==> src/rtl/crg_rst_seq_pkg.sv <==
// Shared types and defaults for the staged reset sequencer.
package crg_rst_seq_pkg;

  typedef enum logic [2:0] {
    StRst,
    StWait,
    StLoad,
    StHold,
    StReq,
    StRun
  } chan_state_e;

  localparam int unsigned DEF_CW   = 12;
  localparam int unsigned DEF_HOLD = 1295;

endpackage

==> src/rtl/rst_chan_ctrl.sv <==
// One reset channel: state machine, hold counter and registered active-low reset output.
module rst_chan_ctrl
  import crg_rst_seq_pkg::*;
#(
  parameter int unsigned CW = DEF_CW
) (
  input  logic          clk_i,
  input  logic          rst_ni,
  input  logic          grst_s_i,
  input  logic          req_s_i,
  input  logic          lower_run_i,
  input  logic [CW-1:0] hold_cycles_i,
  output logic          run_o,
  output logic          arst_no_o
);

  chan_state_e   state_q;
  logic [CW-1:0] cnt_q;
  logic          arst_no_q;
  logic          do_load;
  logic          short_hold;

  // The load happens on the transition edge itself, so StLoad never occupies a cycle.
  always_comb begin
    do_load = 1'b0;
    case (state_q)
      StRst:          do_load = grst_s_i & lower_run_i;
      StWait, StLoad: do_load = lower_run_i;
      StReq:          do_load = 1'b1;
      default:        do_load = 1'b0;
    endcase
  end

  // Hold of 0 behaves as 1: release on the loading edge.
  assign short_hold = (hold_cycles_i < CW'(2));

  always_ff @(posedge clk_i or negedge rst_ni) begin
    if (!rst_ni) begin
      state_q   <= StRst;
      cnt_q     <= '0;
      arst_no_q <= 1'b0;
    end else if (req_s_i && (state_q != StRst || grst_s_i)) begin
      state_q   <= StReq;
      arst_no_q <= 1'b0;
    end else if (do_load) begin
      if (short_hold) begin
        state_q   <= StRun;
        arst_no_q <= 1'b1;
      end else begin
        state_q <= StHold;
        cnt_q   <= hold_cycles_i - CW'(1);
      end
    end else begin
      case (state_q)
        StRst: begin
          if (grst_s_i) state_q <= StWait;
        end
        StHold: begin
          if (cnt_q < CW'(2)) begin
            state_q   <= StRun;
            arst_no_q <= 1'b1;
          end else begin
            cnt_q <= cnt_q - CW'(1);
          end
        end
        default: ;
      endcase
    end
  end

  assign run_o     = (state_q == StRun);
  assign arst_no_o = arst_no_q;

endmodule

==> src/rtl/crg_rst_seq.sv <==
// Staged reset sequencer: synchronisers, stage gating and busy flag around N channel controllers.
module crg_rst_seq
  import crg_rst_seq_pkg::*;
#(
  parameter int unsigned N  = 8,
  parameter int unsigned CW = DEF_CW,
  parameter int unsigned SW = (N > 1) ? $clog2(N) : 1
) (
  input  logic            ref_clk_i,
  input  logic            glob_arst_ni,
  input  logic [N-1:0]    arst_req_i,
  input  logic [N*CW-1:0] hold_cycles_i,
  input  logic [N*SW-1:0] stage_i,
  output logic [N-1:0]    arst_no,
  output logic            busy_o
);

  logic         grst_q1, grst_s;
  logic [N-1:0] req_q1, req_s;
  logic [N-1:0] run;
  logic [N-1:0] lower_run;
  logic         busy_q;

  always_ff @(posedge ref_clk_i or negedge glob_arst_ni) begin
    if (!glob_arst_ni) begin
      grst_q1 <= 1'b0;
      grst_s  <= 1'b0;
      req_q1  <= '0;
      req_s   <= '0;
    end else begin
      grst_q1 <= 1'b1;
      grst_s  <= grst_q1;
      req_q1  <= arst_req_i;
      req_s   <= req_q1;
    end
  end

  // A channel may load once every channel on a strictly lower stage is running.
  always_comb begin
    lower_run = '1;
    for (int unsigned i = 0; i < N; i++) begin
      for (int unsigned j = 0; j < N; j++) begin
        if ((stage_i[j*SW +: SW] < stage_i[i*SW +: SW]) && !run[j]) begin
          lower_run[i] = 1'b0;
        end
      end
    end
  end

  for (genvar g = 0; g < N; g++) begin : gen_chan
    rst_chan_ctrl #(
      .CW(CW)
    ) u_chan (
      .clk_i        (ref_clk_i),
      .rst_ni       (glob_arst_ni),
      .grst_s_i     (grst_s),
      .req_s_i      (req_s[g]),
      .lower_run_i  (lower_run[g]),
      .hold_cycles_i(hold_cycles_i[g*CW +: CW]),
      .run_o        (run[g]),
      .arst_no_o    (arst_no[g])
    );
  end

  always_ff @(posedge ref_clk_i or negedge glob_arst_ni) begin
    if (!glob_arst_ni) begin
      busy_q <= 1'b1;
    end else begin
      busy_q <= ~&run;
    end
  end

  assign busy_o = busy_q;

endmodule

==> config.mk <==
export PLATFORM = sky130hd
export DESIGN_NAME = crg_rst_seq
export DESIGN_NICKNAME = d
export VERILOG_FILES = /design/src/rtl/crg_rst_seq_pkg.sv /design/src/rtl/rst_chan_ctrl.sv /design/src/rtl/crg_rst_seq.sv
export SDC_FILE = /design/constraint.sdc
export NUM_CORES = 1
export LEC_CHECK = 0
export ABC_AREA = 1
export BUFFER_PORTS_ARGS = -buffer_cell sky130_fd_sc_hd__buf_2
export CORE_UTILIZATION = 55
export DETAILED_ROUTE_END_ITERATION = 8
export PLACE_DENSITY = 0.79
export SETUP_SLACK_MARGIN = 0.05
export SKIP_LAST_GASP = 1
export SYNTH_ARGS = -nofsm -noshare
export SYNTH_HDL_FRONTEND = slang
export SYNTH_SLANG_ARGS = --single-unit
==> constraint.sdc <==
create_clock -name ref_clk_i -period 5.85 [get_ports ref_clk_i]
set_input_delay 1.755 -clock ref_clk_i [delete_from_list [all_inputs] [get_ports ref_clk_i]]
set_output_delay 1.755 -clock ref_clk_i [all_outputs]
set_load 0.03 [all_outputs]
Word-level counts from Yosys, hierarchy flattened
Cells that the tools add are included.
- bits in registers: 147
- bits of input ports: 130
- output and inout port bits: 9
- $add $sub $neg: 16
- $lt $le $gt $ge: 80
- equality and inequality tests: 80
- muxes and demuxes: 185
- bitwise logic cells: 16
- reduce and logical (&&, ||, !) cells: 170
- operator list (cell ; number):
    $mux W12 ; 32
    $lt A12 B2 Y1 const B ; 16
    $lt A3 B3 Y1 ; 64
    $sub A12 B1 Y12 const B ; 16
    $mux W1 ; 104
    $mux W3 ; 33
    $logic_and A1 B1 Y1 ; 72
    $reduce_bool A3 Y1 ; 24
    $eq A3 B2 Y1 const B ; 16
    $eq A3 B3 Y1 const B ; 16
    $pmux W3 S2 ; 8
    $reduce_and A3 Y1 ; 16
    $ne A4 B1 Y1 const B ; 8
    $ne A4 B2 Y1 const B ; 8
    $reduce_and A4 Y1 ; 8
    $reduce_bool A4 Y1 ; 8
    $eq A3 B1 Y1 const B ; 8
    $logic_not A3 Y1 ; 8
    $ne A3 B3 Y1 const B ; 8
    $pmux W1 S3 ; 8
    $ne A2 B1 Y1 const B ; 8
    $ne A2 B2 Y1 const B ; 8
    $reduce_bool A2 Y1 ; 8
    $reduce_or A2 Y1 ; 8
    other kinds (5) ; 34

Depth between registers and ports, before layout
Gate-level depths: netlist of run 1.
- depth after elaboration: 15
- depth in mapped cells: 22
- gate-level depth less buffers: 21

Modules after synthesis
A second synthesis of run 1 with hierarchy kept.
- cell total of the unflattened synthesis: 1930
- area, all modules: 13336.5 um^2
- modules (own cells, without submodules) (module ; times used ; cells an instance ; area an instance (um^2) ; sequential area each (um^2)):
    rst_chan_ctrl at gen_chan[0].u_chan ... ; 7 ; 191 ; 1303.8 ; 400.4
    crg_rst_seq ; 1 ; 406 ; 2916.5 ; 476.7
    rst_chan_ctrl at gen_chan[7].u_chan ; 1 ; 187 ; 1293.7 ; 400.4

Least setup slack after synthesis of run 1
Ideal clock, no wire load.
- kind: input port to flip-flop
- start point: in stage_i[23]
- end point: reg gen_chan[4].u_chan.cnt_q[6]
- arrival time: 3.911 ns
- path slack: 1.861 ns
- cell stages on the path: 18
- path buffers: 1
- cells stage by stage: inv_1 -> ha_1 -> a21oi_1 -> nand2_1 -> nand2_1 -> nand2_1 -> nor2_2 -> nand2_2 -> nand2_4 -> buf_6 -> nand2_1 -> o21ai_2 -> inv_1 -> ha_1 -> nand2_1 -> nor2_1 -> or2_2 -> a21oi_1
- word-level cells in the longest chain between the ends: 7
- elaborated cells on any way between the ends: 10
- those cells by class: order compare (1); eq/ne (2); mux (3); bitwise (1); reduce/logical (3)
- RTL lines (item ; RTL line ; source):
    start, declared ; crg_rst_seq.sv:13 ; input logic [N*SW-1:0] stage_i,
    $lt A3 B3 Y1 (*) ; crg_rst_seq.sv:43 ; if ((stage_i[j*SW +: SW] < stage_i[i*SW +: SW]) && !run[j]) begin
    $logic_and A1 B1 Y1 (*) ; crg_rst_seq.sv:43 ;
    $mux W1 (*) ; crg_rst_seq.sv:43 ;
    $and A1 B1 Y1 ; rst_chan_ctrl.sv:27 ; StRst: do_load = grst_s_i & lower_run_i;
    $pmux W1 S3 (*) ; rst_chan_ctrl.sv:26 ; case (state_q)
    $ne A2 B2 Y1 (no source line), or another cell as far along ; -- ;
    $reduce_and A4 Y1 (no source line) ; -- ;
    end signal, assigned ; rst_chan_ctrl.sv:51 ; cnt_q <= hold_cycles_i - CW'(1);
    end signal, assigned ; rst_chan_ctrl.sv:63 ; cnt_q <= cnt_q - CW'(1);
    end, declared ; rst_chan_ctrl.sv:18 ; logic [CW-1:0] cnt_q;
Every way passes the cells marked *; elsewhere a longest branch is shown, timed or not.
A chain may end at the register's enable or synchronous reset.

Worst setup path after layout of run 1
- start point: in stage_i[23]
- end point: reg gen_chan[2].u_chan.cnt_q[1]
- word-level cells in the longest chain between the ends: 7
- elaborated cells on any way between the ends: 10
- those cells by class: order compare (1); eq/ne (2); mux (3); bitwise (1); reduce/logical (3)
- RTL lines (item ; RTL line):
    $lt A3 B3 Y1 (*) ; crg_rst_seq.sv:43
    $logic_and A1 B1 Y1 (*) ; crg_rst_seq.sv:43
    $mux W1 (*) ; crg_rst_seq.sv:43
    $and A1 B1 Y1 ; rst_chan_ctrl.sv:27
    $pmux W1 S3 (*) ; rst_chan_ctrl.sv:26
    $ne A2 B2 Y1 (no source line), or another cell as far along ; --
    $reduce_and A4 Y1 (no source line) ; --
    end signal, assigned ; rst_chan_ctrl.sv:51
    end signal, assigned ; rst_chan_ctrl.sv:63
    end, declared ; rst_chan_ctrl.sv:18
Marked as above.

==> metrics.md, run 1 <==
| Metric | Value |
|---|---|
| Status | finished, final reports clean |
| Vias in the first global route | 11924 |
| Die width | 156.0 µm |
| Peak VDD IR | 239.7 µV |
| Cell area after synthesis | 13040 µm² |
| Die ar. | 24320 µm² |
| Drt via density | 5.344 |
| Setup crit end kind | flip-flop |
| CTS Buf Count | 17 |
| Area leader, netlist | dfrtp_1 |
| Share of the synthesized area in the top cell type | 28.03% |
| CTS tree | done |
| Final hold vios | 0 |
| GR Overflow Total | 0 |
| Hold EP | req_s[1]$_DFF_PN0_ |
| Largest family of logic cells by synthesized area | simple AND/OR/NAND/NOR gates |
| Worst reg2reg endpoint | gen_chan[2].u_chan.cnt_q[1]$_DFFE_PN0P_ |
| H-tree Lvls | 4 |
| Post-synthesis simple-gate area fraction | 41.99% |
| WHS | 341.3 ps |
| Clk pwr share | 16.3% |
| Worst min-delay path startpoint | req_q1[1]$_DFF_PN0_ |
| Dpl ws | 1247 ps |
| Sum Neg Setup Slack | 0 ps |
| Clock-pin slew on the worst setup and hold paths | 70 ps |
| Cts hold-fix bufs | 0 |
| Final slew viol count | 0 |
| # fillers | 2108 |
| Mux share of post-synthesis cell area | 0.1536% |
| Post-DP HPWL | 24830 µm |
| Area Overhead vs Synth | 11.25% |
| DR iter-0 viols | 952 |
| Most numerous cell on the critical path | nand2_1 |
| GRT Overall Usage | 27.85% |
| Chip Height | 156.0 µm |
| Setup violations, final | 0 |
| Bufs on Longest Clock Path | 2 |
| Drt drc | 0 |
| Worst reg2reg startpoint | grst_s$_DFF_PN0_ |
| Initial Utilization | 56.88% |
| DRT Pass-1 Iters | 6 |
| Routed wire length | 32900 µm |
| Tightest Pin Transition | 898.6 ps |
| Synth Net Count | 2200 |
| Power Total | 7.142 mW |
| Vias after detailed routing | 13013 |
| R2R setup slack | 2760 ps |
| Yosys reg bits | 147 |
| Part of the power in registers | 24.8% |
| Post-Layout Cell Count | 2435 |
| Worst hold stages | 0 |
| Post-synthesis adder-cell area fraction | 8.831% |
| Psw | 3.611 mW |
| Placed Area | 13870 µm² |
| Core footprint | 22920 µm² |
| Critical path required time | 6160 ps |
| Setup WS post-layout | 1517 ps |
| Worst reg-to-reg path cell count | 14 |
| RSZ-0062 raised after global routing | no |
| Setup repair bufs after CTS | 0 |
| Worst-path maximum fanout | 25 |
| CP Data Arrival Time | 4650 ps |
| Worst setup SP type | primary input |
| Worst skew pair latency | 440 ps |
| Top_reg_cell synth | dfrtp_1 |
| Max Freq | 230.8 MHz |
| Syn_area_per_cell | 6.590 µm² |
| Layout cells sized above 1 | 15.26% |
| Post-Synthesis Cells | 1978 |
| Final period utilization | 74.06% |
| P_leak | 8.001 nW |
| Synth async-reset ratio | 100.0% |
| Final Skew | 16.85 ps |
| Slew headroom | 40.09% |
| Num Clock Sinks | 147 |
| Largest net degree at the start of global routing | 98 |
| Post-route ant nets | 0 |
| PD cells | 492.5 nW/µm² |
| Root Driver | clkbuf_16 |
| PostCTS Resize Cnt | 0 |
| Sw frac | 50.56% |
| Top post-synthesis cells by area | dfrtp_1 28%, nand2_1 17%, ha_1 8.8% |
| Synth Area in Compound Gates | 9.157% |
| Number of synthesized flops with an enable pin | 0 |
| Combinational share of power | 58.9% |
| Crit-path cells | buf_2, inv_1, ha_1, a21oi_1, nand2_1, nand2_1, nand2_1, nor2_2, nand2_2, nand2_4, inv_2, nand2_1, nand2_1, nor2_2, inv_2, o21ai_0 |
| Final worst path period need | 4333 ps |
| YS warnings | 0 |
| Internal power | 3.531 mW |
| HP Class | flip-flop to flip-flop |
| Port Buffers | 138 |
| Nets@finish | 2326 |
| Initial antenna violation count | 5 |
| Fin util | 63.28% |
| Crit-path max cell delay | 510 ps |
| Max-cap violation count | 0 |
| Row cnt | 55 |
| Critical path class | primary input to flip-flop |
| WL per Instance | 13.51 µm |
| I/O pin cnt | 139 |
| Post-synthesis xor/xnor area fraction | 0.4703% |
| Worst path slowest cell | nor2_2 |
| Cells after DPL | 2398 |
| Final instance area | 14500 µm² |
| Routability cong. | 0.9426 |
| Post-synth cell types | 43 |
| Register area share after synthesis | 28.23% |
| First-pass GRT wire length | 54570 µm |
==> state kept, by name, indices dropped and copies added (netlist names) <==
signal                     cells
grst_q1                        1
req_q1                         8
busy_o                         1
req_s                          8
gen_chan.u_chan.arst_no_o      8
gen_chan.u_chan.cnt_q         96
grst_s                         1
gen_chan.u_chan.state_q       24
==> critical path, delay by kind of cell <==
| family | cells | cell delay (ps) |
|---|---|---|
| and+or+nand+nor | 9 | 1370 |
| buffers and inverters | 4 | 640 |
| AOI/OAI and AO/OA | 2 | 540 |
| adders and majority gates | 1 | 320 |
==> layer usage <==
| layer | routed length [µm] | share of wire, % | up-vias | global-route usage, % |
|---|---|---|---|---|
| li1 | - | - | 6636 | - |
| met1 | 14700 | 45 | 5912 | 36.49 |
| met2 | 15580 | 47 | 407 | 47.11 |
| met3 | 1931 | 5.9 | 58 | 3.778 |
| met4 | 688 | 2.1 | 0 | 9.477 |
| met5 | 0 | 0 | - | 0 |
==> layout make-up <==
| type | instances | area, µm² | area share [%] |
|---|---|---|---|
| antenna | 5 | 12.51 | 0.08628 |
| timing repair buffer | 143 | 734.5 | 5.065 |
| multi-input combinational | 1487 | 7904 | 54.50 |
| clock inverter | 13 | 170.2 | 1.173 |
| tap | 313 | 391.6 | 2.701 |
| inverter | 308 | 1156 | 7.972 |
| sequential | 147 | 3680 | 25.38 |
| clock buffer | 19 | 452.9 | 3.123 |
==> worst max path at each step <==
stage / depth (start not counted) / start / end
floorplan: 18 / stage_i[23] / gen_chan[4].u_chan.cnt_q[6]$_DFFE_PN0P_
global placement: 16 / stage_i[23] / gen_chan[2].u_chan.cnt_q[4]$_DFFE_PN0P_
detailed placement: 16 / stage_i[23] / gen_chan[2].u_chan.cnt_q[4]$_DFFE_PN0P_
CTS: 16 / stage_i[23] / gen_chan[2].u_chan.cnt_q[1]$_DFFE_PN0P_
global route: 18 / stage_i[23] / gen_chan[2].u_chan.cnt_q[1]$_DFFE_PN0P_
finish: 16 / stage_i[23] / gen_chan[2].u_chan.cnt_q[1]$_DFFE_PN0P_
==> cells in the final DEF, fill, tap and decap left out, types with 10 or more instances in the layout <==
cell,instances
nor2_2,32
buf_2,137
or2_2,10
nand2_2,41
o21a_1,10
nor2_1,174
nand4_1,37
nor3_1,14
nor2_4,15
nand2_1,583
nor4_1,19
a21oi_1,56
inv_1,295
o21ai_2,18
o21ai_1,38
nand3_1,183
nand3b_1,48
ha_1,92
dfrtp_1,146
a31oi_1,10
clkbuf_16,17
o21ai_0,45
inv_2,13
nand2_4,10
==> kinds of logic (layout without fill, tap and decap cells) <==
| kind of cell | count (synthesis) | count (layout) |
|---|---|---|
| other | 1 | 6 |
| and+or+nand+nor | 1181 | 1181 |
| AOI/OAI and AO/OA | 204 | 204 |
| xor gates and xnor gates | 7 | 7 |
| muxes | 2 | 2 |
| adders and majority gates | 92 | 92 |
| DFF | 147 | 147 |
| buffers and inverters | 344 | 483 |
==> power by group through the flow <==
stage                     Clock, mW  Combinational [mW]  Sequential, mW
final                          1.16                4.20            1.77
after global routing           1.23                4.77            1.82
after CTS                      1.19                4.17            1.76
after detailed placement          0                4.13            1.77
after global placement            0                4.04            1.76
after floorplan                   0                3.46            1.67
==> synth_stat cells (2+ instances only) <==
cell        n
nand2_1   583
inv_1     295
nand3_1   183
nor2_1    174
dfrtp_1   146
ha_1       92
a21oi_1    56
nand3b_1   48
o21ai_0    45
nand2_2    41
o21ai_1    38
nand4_1    37
nor2_2     32
nor4_1     19
o21ai_2    18
buf_4      17
nor2_4     15
nor3_1     14
inv_2      13
a31oi_1    10
buf_6      10
nand2_4    10
o21a_1     10
or2_2      10
o31ai_1     9
buf_2       8
xor2_1      7
and2_1      6
nand3_2     6
o211ai_1    4
o22ai_1     4
a22oi_1     3
o21bai_1    3
mux2i_1     2
o41ai_1     2
(Power assumes the default switching activity.)
==> run 2: changes to the inputs <==
- clock period: 5.85 -> 4.1 ns (I/O delays scaled with it)
==> metrics.md, run 2 (synthesis gave the netlist of run 1 again) <==
| Metric | Value |
|---|---|
| Most numerous cell on the critical path | nand2_1 |
| Num Clock Sinks | 147 (unchanged) |
| Critical path's top delay family | simple AND/OR/NAND/NOR gates |
| # fillers | 2119 (+0.52%) |
| PostCTS Resize Cnt | 0 (unchanged) |
| Worst-path maximum fanout | 22 (-12%) |
| Cts hold-fix bufs | 0 (unchanged) |
| I/O pin cnt | 139 (unchanged) |
| Worst hold stages | 0 (unchanged) |
| Initial Utilization | 56.88% (unchanged) |
| Critical path class | primary input to flip-flop |
| Peak VDD IR | 373.6 µV (+56%) |
| Setup WS post-layout | 454.9 ps (-1062 ps) |
| Sequential cell area | 3680 µm² (unchanged) |
| Most common cell after layout, fill and taps aside | nand2_1 |
| Layout cells sized above 1 | 15.54% (+0.28 points) |
| Final hold vios | 0 (unchanged) |
| P_leak | 8.038 nW (+0.46%) |
| Root Driver | clkbuf_16 |
| Port Buffers | 138 (unchanged) |
| Final period utilization | 88.91% |
| Max-cap violation count | 0 (unchanged) |
| Dpl ws | 55.52 ps (-1191 ps) |
| Vias in the first global route | 12166 (+2.0%) |
| RSZ-0062 raised after global routing | no |
| Drt via density | 5.336 (-0.15%) |
| Worst skew pair latency | 430 ps (about the same) |
| Hold EP | req_s[0]$_DFF_PN0_ |
| Worst path slowest cell | nor2_2 |
| Vias after detailed routing | 13047 (+0.26%) |
| Worst reg2reg endpoint | gen_chan[3].u_chan.cnt_q[3]$_DFFE_PN0P_ |
| DR iter-0 viols | 875 (-8.1%) |
| Sum Neg Setup Slack | 0 ps (unchanged) |
| Setup violations, final | 0 (unchanged) |
| WL per Instance | 13.53 µm (+0.11%) |
| Die width | 156.0 µm (unchanged) |
| CP Buf/Inv Count | 4 (unchanged) |
| CTS Buf Count | 17 (unchanged) |
| Cells after DPL | 2405 (+0.29%) |
| Most frequent cells in the layout | 583 x nand2_1, 295 x inv_1, 183 x nand3_1, 174 x nor2_1, 146 x dfrtp_1 |
| Bufs on Longest Clock Path | 2 (unchanged) |
| Worst reg-to-reg path cell count | 15 (+1) |
| Setup repair bufs after CTS | 0 (unchanged) |
| Nets@finish | 2333 (+0.30%) |
| Setup crit end kind | flip-flop |
| GRT Overall Usage | 28.11% (+0.26 points) |
| Largest net degree at the start of global routing | 73 (-26%) |
| WHS | 344.3 ps (+2.948 ps) |
| Drt drc | 0 (unchanged) |
| Post-route ant nets | 0 (unchanged) |
| R2R setup slack | 1050 ps (-1710 ps) |
| Post-Layout Cell Count | 2445 (+0.41%) |
| CTS tree | done |
| Area Overhead vs Synth | 11.82% |
| Final worst path period need | 3645 ps |
| GRT met3 Usage | 3.889% (+0.11 points) |
| Clock-pin slew on the worst setup and hold paths | 70 ps (about the same) |
| H-tree Lvls | 4 (unchanged) |
| Status | finished, final reports clean |
| Power Total | 10.22 mW (+43%) |
| Row cnt | 55 (unchanged) |
| Final Skew | 10.95 ps (-5.901 ps) |
| Slew headroom | 54.50% (+14 points) |
| Met2 Track Usage GR | 47.47% (+0.36 points) |
| Chip Height | 156.0 µm (unchanged) |
| CP startpoint | stage_i[23] |
| Critical path required time | 4400 ps (-1760 ps) |
| Largest registers | gen_chan.u_chan.cnt_q: 96 flops, gen_chan.u_chan.state_q: 24 flops |
| Routed wire length | 33070 µm (+0.53%) |
| GR Overflow Total | 0 (unchanged) |
| Tightest Pin Transition | 673.9 ps (-224.7 ps) |
| Initial antenna violation count | 8 (+3) |
| Routability cong. | 0.9777 (+3.7%) |
| First-pass GRT wire length | 55210 µm (+1.2%) |
| Multi-input combinational cell area | 7904 µm² (unchanged) |
| Top reg by flops | gen_chan.u_chan.cnt_q |
| Worst reg2reg startpoint | grst_s$_DFF_PN0_ |
| Core footprint | 22920 µm² (unchanged) |
| Worst min-delay path startpoint | req_q1[0]$_DFF_PN0_ |
| Crit-path max cell delay | 420 ps (-90 ps) |
| Die ar. | 24320 µm² (unchanged) |
| Final slew viol count | 0 (unchanged) |
| GR met1 Demand/Resource | 36.26% (-0.23 points) |
| HP Class | flip-flop to flip-flop |
| Max Freq | 274.3 MHz |
| DRT Pass-1 Iters | 5 (-1) |
| GR peak layer | met2 |
| Crit-path cells | buf_2, inv_1, ha_1, a21oi_1, nand2_1, nand2_1, nand2_1, nor2_4, nand2_4, nand2_4, inv_2, nand2_1, nand2_1, nor2_2, inv_1, nand2_1, o21ai_0 |
| Worst setup SP type | primary input |
| Max reg flops | 96 (unchanged) |
| PD cells | 701.3 nW/µm² (+42%) |
| Post-DP HPWL | 25330 µm (+2.0%) |
| CP Data Arrival Time | 3950 ps (-700 ps) |
[run 2: changes by cell type in the layout (fill, tap and decap cells not counted), moves of 2 or more]
cell,delta
inv_8,+5
diode_2,+3
clkinv_2,-2
buf_4,+6
clkinv_4,-2
[run 2: through the flow]
| step | instance area [µm²] | util (%) |
|---|---|---|
| 3_3_place_gp | 13930 | 60.79 |
| 2_1_floorplan | 13040 | - |
| 4_1_cts | 14560 | 63.52 |
| 6_report | 14580 | 63.60 |
| 5_1_grt | 14570 | 63.58 |
| 3_5_place_dp | 13930 | 60.79 |
[run 2: layer usage]
layer / vias up / share of wire (%) / wire length, µm
met5: - / 0 / 0
met4: 0 / 2.5 / 828
met3: 61 / 6.1 / 2005
met2: 426 / 47 / 15470
met1: 5904 / 45 / 14770
li1: 6656 / - / -
[run 2: how the worst max path moves through the flow]
stage               cells after the start                                      end  slack (ps)
global placement                       17  gen_chan[3].u_chan.cnt_q[3]$_DFFE_PN0P_         170
floorplan                              18  gen_chan[4].u_chan.cnt_q[6]$_DFFE_PN0P_         640
finish                                 17  gen_chan[3].u_chan.cnt_q[3]$_DFFE_PN0P_         450
global route                           17  gen_chan[3].u_chan.cnt_q[3]$_DFFE_PN0P_         150
CTS                                    17  gen_chan[3].u_chan.cnt_q[3]$_DFFE_PN0P_         480
detailed placement                     17  gen_chan[3].u_chan.cnt_q[3]$_DFFE_PN0P_          60
[run 2: area by class of cell]
cell class / instances / share of cell area [%]
inverter: 308 / 7.932
sequential: 147 / 25.25
timing repair buffer: 150 / 5.485
tap: 313 / 2.687
multi-input combinational: 1487 / 54.23
clock buffer: 18 / 3.013
antenna: 8 / 0.1374
clock inverter: 14 / 1.271
[run 2: worst reg2reg max path, cell delays in order, from the launching register on]
cell and delay [ps]:
dfrtp_1 630, inv_2 220, nand2_1 110, nand2_1 60, nor2_1 150, nand2_1 80, nor2_2 170, nand2_4 110
nand2_4 210, inv_2 100, nand2_1 100, nand2_1 70, nor2_2 420, inv_1 310, nand2_1 110, o21ai_0 80
[run 2: report_power, final]
| part | internal (mW) | switching [mW] | leakage [nW] | total, mW |
|---|---|---|---|---|
| Sequential | 2.03 | 0.487 | 1.81 | 2.52 |
| Clock | 0.950 | 0.735 | 0.309 | 1.69 |
| Combinational | 2.04 | 3.98 | 5.92 | 6.02 |
